**src/rtl/sram_req_arbiter_pkg.sv**
```systemverilog
// Shared definitions for the SRAM request arbiter: bus widths, defaults and
// the access-size encoding.
package sram_req_arbiter_pkg;

  localparam int BUS_ADDR_W = 32;
  localparam int BUS_DATA_W = 32;
  localparam int BUS_STRB_W = 4;

  localparam int DEF_NUM_CH = 2;
  localparam int DEF_DEPTH  = 4;
  localparam int DEF_ID_W   = 3;

  typedef enum logic [1:0] {
    SIZE_BYTE = 2'd0,
    SIZE_HALF = 2'd1,
    SIZE_WORD = 2'd2
  } size_e;

endpackage

```
**src/rtl/sram_req_arbiter_fifo.sv**
```systemverilog
// Owner FIFO: remembers which channel issued each outstanding request so the
// in-order responses can be routed back. A full FIFO refuses a push even when
// a pop happens in the same cycle.
module sync_fifo_ptr #(
  parameter int WIDTH = 3,
  parameter int DEPTH = 4
) (
  input  logic                       clk,
  input  logic                       resetn,
  input  logic                       push,
  input  logic [WIDTH-1:0]           din,
  input  logic                       pop,
  output logic [WIDTH-1:0]           dout,
  output logic                       full,
  output logic                       empty,
  output logic [$clog2(DEPTH):0]     count
);

  localparam int AW = $clog2(DEPTH);
  localparam int CW = AW + 1;

  logic [WIDTH-1:0] r_mem [DEPTH];
  logic [AW-1:0]    r_wr_ptr;
  logic [AW-1:0]    r_rd_ptr;
  logic [CW-1:0]    r_count;
  logic             w_push;
  logic             w_pop;

  assign full   = (r_count == CW'(DEPTH));
  assign empty  = (r_count == '0);
  assign count  = r_count;
  assign dout   = r_mem[r_rd_ptr];
  assign w_push = push && !full;
  assign w_pop  = pop && !empty;

  // Pointers and occupancy; pointers wrap naturally since DEPTH is a power of two.
  always_ff @(posedge clk or negedge resetn) begin
    if (!resetn) begin
      r_wr_ptr <= '0;
      r_rd_ptr <= '0;
      r_count  <= '0;
    end else begin
      if (w_push) r_wr_ptr <= r_wr_ptr + 1'b1;
      if (w_pop)  r_rd_ptr <= r_rd_ptr + 1'b1;
      case ({w_push, w_pop})
        2'b10:   r_count <= r_count + 1'b1;
        2'b01:   r_count <= r_count - 1'b1;
        default: r_count <= r_count;
      endcase
    end
  end

  // Storage is only meaningful behind the pointers, so it carries no reset.
  always_ff @(posedge clk) begin
    if (w_push) r_mem[r_wr_ptr] <= din;
  end

endmodule

```
**src/rtl/sram_req_arbiter.sv**
```systemverilog
// Round-robin arbiter funnelling several SRAM-like request channels onto one
// downstream port. Accepts are zero-cycle; responses return in order and are
// steered to the channel at the head of the owner FIFO.
module sram_req_arbiter
  import sram_req_arbiter_pkg::*;
#(
  parameter int NUM_CH = DEF_NUM_CH,
  parameter int DEPTH  = DEF_DEPTH,
  parameter int ID_W   = DEF_ID_W
) (
  input  logic                         clk,
  input  logic                         resetn,
  input  logic [NUM_CH-1:0]            ch_req,
  input  logic [NUM_CH-1:0]            ch_wr,
  input  logic [2*NUM_CH-1:0]          ch_size,
  input  logic [BUS_STRB_W*NUM_CH-1:0] ch_wstrb,
  input  logic [BUS_ADDR_W*NUM_CH-1:0] ch_addr,
  input  logic [BUS_DATA_W*NUM_CH-1:0] ch_wdata,
  output logic [NUM_CH-1:0]            ch_addr_ok,
  output logic [NUM_CH-1:0]            ch_data_ok,
  output logic [BUS_DATA_W-1:0]        ch_rdata,
  output logic                         mem_req_valid,
  input  logic                         mem_req_ready,
  output logic                         mem_req_wr,
  output logic [1:0]                   mem_req_size,
  output logic [BUS_STRB_W-1:0]        mem_req_wstrb,
  output logic [BUS_ADDR_W-1:0]        mem_req_addr,
  output logic [BUS_DATA_W-1:0]        mem_req_wdata,
  output logic [ID_W-1:0]              mem_req_id,
  input  logic                         mem_rsp_valid,
  input  logic [ID_W-1:0]              mem_rsp_id,
  input  logic [BUS_DATA_W-1:0]        mem_rsp_rdata,
  output logic [$clog2(DEPTH):0]       outstanding,
  output logic                         err
);

  logic [ID_W-1:0]          r_rr_ptr;
  logic                     r_hold;
  logic [ID_W-1:0]          r_hold_ch;
  logic                     r_err;

  logic [NUM_CH-1:0]        w_elig;
  logic [ID_W-1:0]          w_grant;
  logic                     w_found;
  logic                     w_accept;
  logic                     w_rsp_take;
  logic                     w_fifo_full;
  logic                     w_fifo_empty;
  logic [ID_W-1:0]          w_head;
  logic [$clog2(DEPTH):0]   w_count;

  // Gating with resetn keeps every control output low while reset is held.
  assign w_elig        = resetn ? (ch_req & {NUM_CH{~w_fifo_full}}) : '0;
  assign mem_req_valid = |w_elig;
  assign mem_req_id    = w_grant;
  assign w_accept      = mem_req_valid && mem_req_ready;
  assign w_rsp_take    = mem_rsp_valid && !w_fifo_empty;
  assign ch_rdata      = mem_rsp_rdata;
  assign outstanding   = w_count;
  assign err           = r_err;

  // Grant selection: a stalled grant is held while its channel still asks;
  // otherwise search from rr_ptr, wrapping modulo NUM_CH.
  always_comb begin
    w_grant = r_rr_ptr;
    w_found = 1'b0;
    for (int k = 0; k < NUM_CH; k++) begin
      if (!w_found && r_hold && w_elig[k] && (r_hold_ch == ID_W'(k))) begin
        w_grant = ID_W'(k);
        w_found = 1'b1;
      end
    end
    for (int i = 0; i < NUM_CH; i++) begin
      for (int k = 0; k < NUM_CH; k++) begin
        if (!w_found && w_elig[k] && (k == (int'(r_rr_ptr) + i) % NUM_CH)) begin
          w_grant = ID_W'(k);
          w_found = 1'b1;
        end
      end
    end
  end

  // Request mux and per-channel handshake strobes.
  always_comb begin
    mem_req_wr    = 1'b0;
    mem_req_size  = '0;
    mem_req_wstrb = '0;
    mem_req_addr  = '0;
    mem_req_wdata = '0;
    ch_addr_ok    = '0;
    ch_data_ok    = '0;
    for (int k = 0; k < NUM_CH; k++) begin
      if (w_grant == ID_W'(k)) begin
        mem_req_wr    = ch_wr[k];
        mem_req_size  = ch_size[2*k +: 2];
        mem_req_wstrb = ch_wstrb[BUS_STRB_W*k +: BUS_STRB_W];
        mem_req_addr  = ch_addr[BUS_ADDR_W*k +: BUS_ADDR_W];
        mem_req_wdata = ch_wdata[BUS_DATA_W*k +: BUS_DATA_W];
      end
      ch_addr_ok[k] = w_accept && (w_grant == ID_W'(k));
      ch_data_ok[k] = w_rsp_take && (w_head == ID_W'(k));
    end
  end

  // Round-robin pointer advance, stall-hold tracking and sticky error flag.
  always_ff @(posedge clk or negedge resetn) begin
    if (!resetn) begin
      r_rr_ptr  <= '0;
      r_hold    <= 1'b0;
      r_hold_ch <= '0;
      r_err     <= 1'b0;
    end else begin
      if (w_accept) begin
        if (w_grant == ID_W'(NUM_CH - 1)) r_rr_ptr <= '0;
        else                               r_rr_ptr <= w_grant + 1'b1;
      end
      r_hold    <= mem_req_valid && !mem_req_ready;
      r_hold_ch <= w_grant;
      if (mem_rsp_valid && (w_fifo_empty || (mem_rsp_id != w_head))) r_err <= 1'b1;
    end
  end

  sync_fifo_ptr #(
    .WIDTH (ID_W),
    .DEPTH (DEPTH)
  ) u_owner_fifo (
    .clk    (clk),
    .resetn (resetn),
    .push   (w_accept),
    .din    (w_grant),
    .pop    (w_rsp_take),
    .dout   (w_head),
    .full   (w_fifo_full),
    .empty  (w_fifo_empty),
    .count  (w_count)
  );

endmodule

```
**config.mk**
```make
export PLATFORM = sky130hd
export DESIGN_NAME = sram_req_arbiter
export DESIGN_NICKNAME = d
export VERILOG_FILES = /design/src/rtl/sram_req_arbiter_pkg.sv /design/src/rtl/sram_req_arbiter_fifo.sv /design/src/rtl/sram_req_arbiter.sv
export SDC_FILE = /design/constraint.sdc
export NUM_CORES = 1
export LEC_CHECK = 0
export ABC_AREA = 1
export CAP_MARGIN = 20
export CORE_AREA = 4 4 112 114
export CTS_BUF_LIST = sky130_fd_sc_hd__clkbuf_4 sky130_fd_sc_hd__clkbuf_8 sky130_fd_sc_hd__clkbuf_16
export DETAILED_ROUTE_END_ITERATION = 7
export DIE_AREA = 0 0 116 118
export PLACE_DENSITY = 0.82
export REMOVE_ABC_BUFFERS = 1
export SLEW_MARGIN = 20
export SYNTH_ARGS = -nofsm -noshare
export SYNTH_HDL_FRONTEND = slang
export SYNTH_HIERARCHICAL = 1
export SYNTH_SLANG_ARGS = --single-unit
export TNS_END_PERCENT = 5
```
**constraint.sdc**
```tcl
create_clock -name clk -period 2.5 [get_ports clk]
set_clock_uncertainty 0.2 [all_clocks]
set_input_delay 0.625 -clock clk [delete_from_list [all_inputs] [get_ports clk]]
set_output_delay 0.625 -clock clk [all_outputs]
set_load 0.02 [all_outputs]
```
# Word-level counts from Yosys, hierarchy flattened
# Memories as Yosys holds them, arrays and structs flattened.
# Cells that the tools add are included.
# W data, S select, Z words.
# totals
regBits	15
ramBits	12
wordCells	91
n_memories	1
# op_classes
add_sub_neg	6
eq_ne	8
n_mux	26
bitwise	3
reduce_logical	40
# mem_list
memory	depth	width	read_ports	rd_ports_with_merged_regs	write_ports	line_no	rtl
u_owner_fifo.r_mem	4	3	1	0	1	sram_req_arbiter_fifo.sv:22	logic [WIDTH-1:0] r_mem [DEPTH];
# op_table
cell	count
$mux W32	4
$logic_not A32 Y1	2
$logic_and A1 B1 Y1	23
$mux W3	7
$logic_not A3 Y1	4
$eq A3 B1 Y1 const B	3
$mux W1	9
$logic_not A1 Y1	8
$mux W4	2
$add A3 B1 Y3 const B	2
$mux W2	3
$pmux W3 S2	1
$add A2 B1 Y2 const B	2
$eq A3 B3 Y1 const B	1
$ne A3 B3 Y1	1
$sub A3 B1 Y3 const B	1
$and A2 B2 Y2	1
$eq A2 B1 Y1 const B	1
$eq A2 B2 Y1 const A	1
$eq A2 B2 Y1 const B	1
$reduce_bool A2 Y1	1
$reduce_or A2 Y1	1
$add A1 B1 Y1 const B	1
$and A1 B1 Y1 const A	1
other kinds (2)	2

# Depth between registers and ports, before layout
# Gate-level depths: netlist of the first run.
# depth
word_depth	31
depth_mapped	19

# Cells and area by module
# Netlist of the first run, hierarchy kept.
# by_module_without_submodules
mod	n_inst	cells_per_inst	area_per_inst_um2	seq_area_each_um2
sram_req_arbiter	1	342	1935.6	200.2
sync_fifo_ptr	1	96	949.7	535.5

# Least setup slack after synthesis of the first run
# OpenSTA, ideal clock, no wires.
# synth_timing
path_type	register to output
from	register u_owner_fifo.r_count[0], in the netlist u_owner_fifo/count[0]
to	output port mem_req_addr[31]
arrival_time_ns	2.187
t_required_ns	1.675
slack_ns	-0.512
stages_incl_launch_ff	14
cell_sequence	dfrtp_1 inv_1 nand3_2 inv_1 inv_1 nand3_2 inv_1 nand2_1 nand2_1 nor2_1 nor2_4 buf_6 nand3_1 nand2_1
# synth_between
elab_chain_cells	31
elab_cells_between_ends	37
# synth_lines
item	line_no	rtl
start: declaration	sram_req_arbiter_fifo.sv:25	logic [CW-1:0] r_count;
start signal: assignment	sram_req_arbiter_fifo.sv:46	2'b10: r_count <= r_count + 1'b1;
start signal: assignment	sram_req_arbiter_fifo.sv:47	2'b01: r_count <= r_count - 1'b1;
start signal: assignment	sram_req_arbiter_fifo.sv:48	default: r_count <= r_count;
$eq A3 B3 Y1 *	sram_req_arbiter_fifo.sv:29	assign full = (r_count == CW'(DEPTH));
named net w_fifo_full	sram_req_arbiter.sv:47	logic w_fifo_full;
$not A1 Y1 *	sram_req_arbiter.sv:53	assign w_elig = resetn ? (ch_req & {NUM_CH{~w_fifo_full}}) : '0;
$and A2 B2 Y2 *	sram_req_arbiter.sv:53	
$mux W2 *	sram_req_arbiter.sv:53	
$logic_and A1 B1 Y1 (2 in a row)	sram_req_arbiter.sv:68	if (!w_found && r_hold && w_elig[k] && (r_hold_ch == ID_W'(k))) begin
$mux W1	sram_req_arbiter.sv:68	
$logic_not A1 Y1	sram_req_arbiter.sv:68	
[15 not listed]	--	
$mux W1	sram_req_arbiter.sv:75	if (!w_found && w_elig[k] && (k == (int'(r_rr_ptr) + i) % NUM_CH)) begin
$logic_not A1 Y1	sram_req_arbiter.sv:75	
$logic_and A1 B1 Y1 (2 in a row)	sram_req_arbiter.sv:75	
$mux W3 *	sram_req_arbiter.sv:75	
named net mem_req_id[1]	sram_req_arbiter.sv:29	output logic [ID_W-1:0] mem_req_id,
$logic_not A3 Y1	sram_req_arbiter.sv:93	if (w_grant == ID_W'(k)) begin
$mux W32	sram_req_arbiter.sv:93	
$mux W32 *	sram_req_arbiter.sv:93	
end: declaration	sram_req_arbiter.sv:27	output logic [BUS_ADDR_W-1:0] mem_req_addr,
# The timed path passes the listed nets; every way through them passes the cells marked *.

# Final worst setup path of the first run
# layout_timing
from	register u_owner_fifo.r_count[0], in the netlist u_owner_fifo/count[0]
to	output port mem_req_addr[25]
# layout_between
elab_chain_cells	31
elab_cells_between_ends	37
# layout_lines
item	line_no
$eq A3 B3 Y1 *	sram_req_arbiter_fifo.sv:29
named net w_fifo_full	sram_req_arbiter.sv:47
$not A1 Y1 *	sram_req_arbiter.sv:53
$and A2 B2 Y2 *	sram_req_arbiter.sv:53
$mux W2 *	sram_req_arbiter.sv:53
$logic_and A1 B1 Y1 (2 in a row)	sram_req_arbiter.sv:68
$mux W1	sram_req_arbiter.sv:68
$logic_not A1 Y1	sram_req_arbiter.sv:68
[13 not listed]	--
$logic_and A1 B1 Y1 (2 in a row)	sram_req_arbiter.sv:75
$mux W1	sram_req_arbiter.sv:75
$logic_not A1 Y1	sram_req_arbiter.sv:75
$logic_and A1 B1 Y1 (2 in a row)	sram_req_arbiter.sv:75
$mux W3 *	sram_req_arbiter.sv:75
$logic_not A3 Y1	sram_req_arbiter.sv:93
$mux W32	sram_req_arbiter.sv:93
$mux W32 *	sram_req_arbiter.sv:93
# Marked as above.

==> reports/metrics.csv, run 1 <==
metric;value;unit
fin_util;56.36;%
synth-seq-cells;27;
crit_required;1.67;ns
r2r_cells;17;
drc;0;
multi_input_area;1937;um2
area_growth;123.0;%
r2r-start;u_owner_fifo/count[1]$_DFFE_PN0P_;
crit_type;flop to output port;
dp.cells;796;
status;finished with violations;
htreeDepth;1;
synthCells;438;
fin_nets;877;
fmax;336.9;MHz
cts_buffers;3;
fp-row-count;39;
via_per_inst;4.864;
grt_pass1_wl;22310;um
gp_routability_congestion;0.8739;
cp-end-kind;output port;
die_area;13690;um2
tns;-30.26;ns
yosys-top-cells-area;nand3_1, nand2_1, dfrtp_1;
die_w;116;um
hold_violations;0;
p_leak;3.049;nW
cts_tree;built;
grt_util_all_layers;21.14;%
drt_iter0_drc;280;
holdWs;0.1584;ns
grt_pass1_vias;4061;
gr-total-overflow;0;
rsz0062_at_grt;yes;
dieHeight;118;um
drtPass1Iterations;5;
max_slew_margin;77.14;%
period_share;118.7;%
n_antenna_cell;0;
vias;4037;
rr_endpoint;u_owner_fifo/count[2]$_DFFE_PN0P_;
r2r_slack;0.05;ns
num_io_pins;298;
fin_ws;-0.4682;ns
clk_latency;0.26;ns
cts-root-buf;clkbuf_16;
period_needed;2.968;ns
power_density;1086;nW/um2
yosys.area.top_type_share;26.02;%
place_hpwl;11110;um
ir_drop;720.9;uV
syn_area_per_cell;6.587;um2
portBuffers;233;
seqCellArea;735.7;um2
cap_violations;0;
cts.sink_count;27;
violations;setup timing;
finalNonFillerCells;830;
drive_gt1_share;37.85;%
coreArea;11420;um2
antenna_found_initial;0;
worst_pin_slew;0.3412;ns
most-common-layout-cells;clkdlybuf4s50_1, nand3_1, buf_6, nand2_1, buf_4;
slew_viol_final;0;
wire_per_inst;19.37;um
cp.arrival;2.14;ns
grt_max_degree;48;
ys_seq_area_share;25.50;%
hold_path_class;input port to async pin;
ctsHoldBuffers;0;
fillers;1021;
worstPathMaxFanout;8;
detail-route-antenna-nets;0;
cts_buffer_depth;2;
yosys.area.top_type;nand3_1;
yosys_warnings;6;
wirelength;16070;um
path_clk_slew;0.06;ns
finalSetupViolations;77;
cp-start-kind;flop;
synth_cell_types;28;
final_common_cell;clkdlybuf4s50_1;
netlist_area;2885;um2
initial_core_util;25.27;%
==> critical path, stage by stage (launching register included) <==
cell and delay, ns:
dfrtp_1 0.36, inv_2 0.05, nand3_2 0.08, inv_2 0.04, inv_2 0.07, nand3_4 0.10
nor2_4 0.12, nand3_4 0.11, buf_6 0.15, o211ai_4 0.15, buf_6 0.19, buf_16 0.12
nand3_1 0.11, nand2_1 0.11, buf_6 0.12
==> where the power goes <==
group	total (mW)	switching, mW	leakage (nW)	internal (mW)
combinational	5.98	3.05	2.71	2.93
clock	0.361	0.145	0.0409	0.216
sequential	0.650	0.0785	0.296	0.571
==> worst max path at each step <==
stage | slack [ns] | cells past startpoint | end | start
2_1_floorplan | -1.54 | 12 | mem_req_addr[0] | u_owner_fifo/count[0]$_DFFE_PN0P_
3_3_place_gp | -1.30 | 11 | mem_req_wdata[0] | resetn
3_5_place_dp | -1.32 | 11 | mem_req_addr[4] | resetn
4_1_cts | -0.45 | 15 | mem_req_addr[2] | u_owner_fifo/count[1]$_DFFE_PN0P_
5_1_grt | -0.61 | 15 | mem_req_addr[25] | u_owner_fifo/count[1]$_DFFE_PN0P_
6_report | -0.47 | 14 | mem_req_addr[25] | u_owner_fifo/count[0]$_DFFE_PN0P_
==> Yosys cell counts <==
| cell | n |
|---|---|
| o21ai_0 | 1 |
| inv_2 | 1 |
| or2_2 | 1 |
| fa_1 | 1 |
| xnor2_1 | 4 |
| buf_4 | 40 |
| nand3_1 | 150 |
| ha_1 | 5 |
| o211ai_2 | 1 |
| nor4_1 | 2 |
| nand4_1 | 1 |
| nor2_4 | 1 |
| nand2_4 | 1 |
| buf_6 | 9 |
| nor3_1 | 1 |
| inv_1 | 38 |
| nor2_1 | 15 |
| nand2_2 | 1 |
| a41oi_1 | 1 |
| dfrtp_1 | 15 |
| buf_2 | 8 |
| clkbuf_1 | 5 |
| nand2_1 | 108 |
| nor2_2 | 2 |
| nand3_2 | 6 |
| o211ai_1 | 6 |
| a21oi_1 | 2 |
| edfxtp_1 | 12 |
==> sequential cells by signal, indices dropped and copies added, names as in the netlist <==
name,count
err,1
r_hold,1
r_hold_ch,3
r_rr_ptr,3
u_owner_fifo/count,3
u_owner_fifo/r_mem,12
u_owner_fifo/r_rd_ptr,2
u_owner_fifo/r_wr_ptr,2
==> cells by family after synthesis <==
kind of cell             share of synthesized area [%]
AO/OA/AOI/OAI                                    2.818
adder cells (fa/ha/maj)                          2.862
AND/OR/NAND/NOR                                  46.57
XOR/XNOR                                         1.214
buffers and inverters                            21.03
flip-flops                                       25.50
==> timing repair <==
| action | 4_1_cts | 5_1_grt |
|---|---|---|
| hold endpoints to repair | 0 | 0 |
| setup buffers | 21 | 1 |
| endpoints found under the setup margin | 98 | 80 |
| gates cloned | 9 | 3 |
| pin swaps | 27 | 52 |
| resized for setup | 493 | 87 |
==> per-stage QoR <==
step                total power, mW  worst slack [ns]  instance area [um2]
finish                        6.990           -0.4682                 6435
global route                  7.396           -0.6068                 6435
CTS                           6.579           -0.4522                 6091
detailed placement            5.243            -1.319                 5363
global placement              5.195            -1.300                 5363
floorplan                     2.891            -1.538                 2425
==> area by class of cell <==
class,count,share of cell area [%]
clock inverter,1,0.07778
clock buffer,3,1.167
sequential,27,11.43
tap,143,2.780
inverter,39,2.353
timing repair buffer,307,52.09
multi-input combinational,310,30.10
==> per-layer routing <==
| layer | track usage, % | part of all wire, % | up-vias |
|---|---|---|---|
| met2 | 36.12 | 52 | 242 |
| met3 | 7.404 | 11 | 30 |
| met5 | 2.745 | 0 | - |
| met1 | 24.53 | 35 | 1845 |
| met4 | 5.874 | 2.8 | 0 |
| li1 | - | - | 1920 |
Note: power is estimated with default switching activity, not from simulation.
==> inputs of run 2 (changes only) <==
--- a/config.mk
+++ b/config.mk
@@ -7,11 +7,11 @@
 export LEC_CHECK = 0
 export ABC_AREA = 1
 export CAP_MARGIN = 20
-export CORE_AREA = 4 4 112 114
+export CORE_AREA = 4 4 113 115
 export CTS_BUF_LIST = sky130_fd_sc_hd__clkbuf_4 sky130_fd_sc_hd__clkbuf_8 sky130_fd_sc_hd__clkbuf_16
 export DETAILED_ROUTE_END_ITERATION = 7
-export DIE_AREA = 0 0 116 118
-export PLACE_DENSITY = 0.82
+export DIE_AREA = 0 0 117 119
+export PLACE_DENSITY = 0.78
 export REMOVE_ABC_BUFFERS = 1
 export SLEW_MARGIN = 20
 export SYNTH_ARGS = -nofsm -noshare
==> constraint.sdc (replaced) <==
create_clock -name clk -period 2.86 [get_ports clk]
set_clock_uncertainty 0.2 [all_clocks]
set_input_delay 0.715 -clock clk [delete_from_list [all_inputs] [get_ports clk]]
set_output_delay 0.715 -clock clk [all_outputs]
set_load 0.02 [all_outputs]
==> reports/metrics.csv, run 2 (synthesized netlist as in run 1, its figures left out) <==
metric;value;unit
gp_routability_congestion;0.8737;
fin_util;48.18;%
coreArea;11810;um2
grt_util_all_layers;18.65;%
fillers;1162;
cp-start-kind;flop;
drive_gt1_share;27.83;%
drt_iter0_drc;181;
tns;-15.24;ns
cp.arrival;2.24;ns
worstPathMaxFanout;7;
most-common-layout-cells;clkdlybuf4s50_1, nand3_1, nand2_1, buf_4, buf_6;
fin_ws;-0.2999;ns
grt_pass1_vias;3749;
ir_drop;504.2;uV
drc;0;
crit_start;u_owner_fifo/count[0]$_DFFE_PN0P_;
num_io_pins;298;
multi_input_area;1667;um2
place_hpwl;10820;um
cp-end-kind;output port;
detail-route-antenna-nets;0;
switching_share;46.65;%
hold_path_class;input port to async pin;
worst_pin_slew;0.3486;ns
cts.sink_count;27;
initial_core_util;24.43;%
htreeDepth;1;
die_area;13920;um2
path_clk_slew;0.06;ns
grt_max_degree;62;
fin_nets;862;
seqPwrFrac;10.5;%
crit_type;flop to output port;
period_needed;3.160;ns
ctsHoldBuffers;0;
top_register;u_owner_fifo/r_mem;
crit_required;1.95;ns
vias;3815;
final_common_cell;clkdlybuf4s50_1;
fmax;316.5;MHz
p_comb_share;83.6;%
cts_tree;built;
status;finished with violations;
cts_buffer_depth;2;
violations;setup timing;
p_leak;2.792;nW
max_slew_margin;76.65;%
wirelength;13940;um
clk_latency;0.26;ns
period_share;110.5;%
via_per_inst;4.658;
hold_violations;0;
area_growth;97.22;%
fp-row-count;40;
internal_power;2.900;mW
grt_pass1_wl;20180;um
portBuffers;233;
cts-root-buf;clkbuf_16;
wire_per_inst;17.02;um
dieHeight;119;um
n_antenna_cell;0;
gr-total-overflow;0;
slew_viol_final;0;
cap_violations;0;
largest_reg_flops;12;
power_density;955.4;nW/um2
finalSetupViolations;72;
clkPwrFrac;5.9;%
antenna_found_initial;0;
rsz0062_at_grt;yes;
seqCellArea;735.7;um2
drtPass1Iterations;4;
r2r-start;u_owner_fifo/count[0]$_DFFE_PN0P_;
cts_buffers;3;
die_w;117;um
p_sw;2.536;mW
==> run 2: changes by cell type in the layout (fill, tap and decap cells not counted), moves of 4 or more <==
cell     change
buf_12       -6
buf_16       -4
buf_4       +40
buf_6       -47
nand2_1     +23
nand2_2     -22
nand3_1     +30
nand3_2     -27
==> run 2: final cells by class <==
type	instances	area share [%]
flip-flops and latches	27	12.93
repair buffers	292	50.48
clock buffers	4	1.451
well taps	147	3.232
inverters	39	2.617
multi-input cells	310	29.29
==> run 2: power groups by stage <==
stage	Clock [mW]	Combinational, mW	Sequential [mW]
detailed placement	0	4.03	0.572
global route	0.349	4.86	0.583
global placement	0	3.99	0.568
finish	0.321	4.54	0.572
floorplan	0	1.94	0.592
CTS	0.334	4.28	0.569
==> run 2: timing repair <==
action                     in CTS  in global routing
gates resized for setup       400                 85
setup endpoints to repair      87                 80
setup buffers                  12                  3
cloned                          4                  0
pin swaps                      11                 13
==> run 2: critical path, cell delays in order (launching register included) <==
cell	delay (ns)
dfrtp_1	0.36
inv_2	0.05
nand3_2	0.09
inv_2	0.04
inv_2	0.07
nand3_4	0.10
nor2_4	0.12
nand3_4	0.11
nand3_4	0.10
nand2_4	0.07
nor2_4	0.15
buf_6	0.13
buf_12	0.13
buf_16	0.12
buf_6	0.09
nand3_2	0.05
nand2_2	0.07
buf_6	0.12
==> run 2: stage by stage <==
step                      area [um2]  cells  hold WS, ns  setup slack, ns  power, mW
final                           5690    819       0.2045          -0.2999      5.437
after global routing            5690    819       0.1982          -0.4393      5.793
after CTS                       5480    817       0.1918          -0.5032      5.178
after detailed placement        5320    797       0.2568           -1.229      4.597
after global placement          5320    797       0.2506           -1.171      4.558
after floorplan                 2425    376       0.2194           -1.268      2.527
==> run 2: worst paths after layout <==
check,to,slack (ns),depth (start not counted)
setup / recovery,mem_req_wdata[11],-0.30,17
max in group asynchronous,err$_DFFE_PN0P_,2.07,2
hold / removal,r_rr_ptr[1]$_DFFE_PN0P_,0.20,2
setup reg to reg,u_owner_fifo/count[1]$_DFFE_PN0P_,0.14,18
min in group clk,err$_DFFE_PN0P_,0.26,1
hold reg to reg,err$_DFFE_PN0P_,0.26,1
==> run 2: per-layer routing <==
layer	track usage, %	part of all wire, %	vias up
li1	-	-	1893
met1	22.68	40	1708
met2	31.58	49	194
met3	6.707	9.2	20
met4	3.226	2.4	0
met5	1.961	0	-
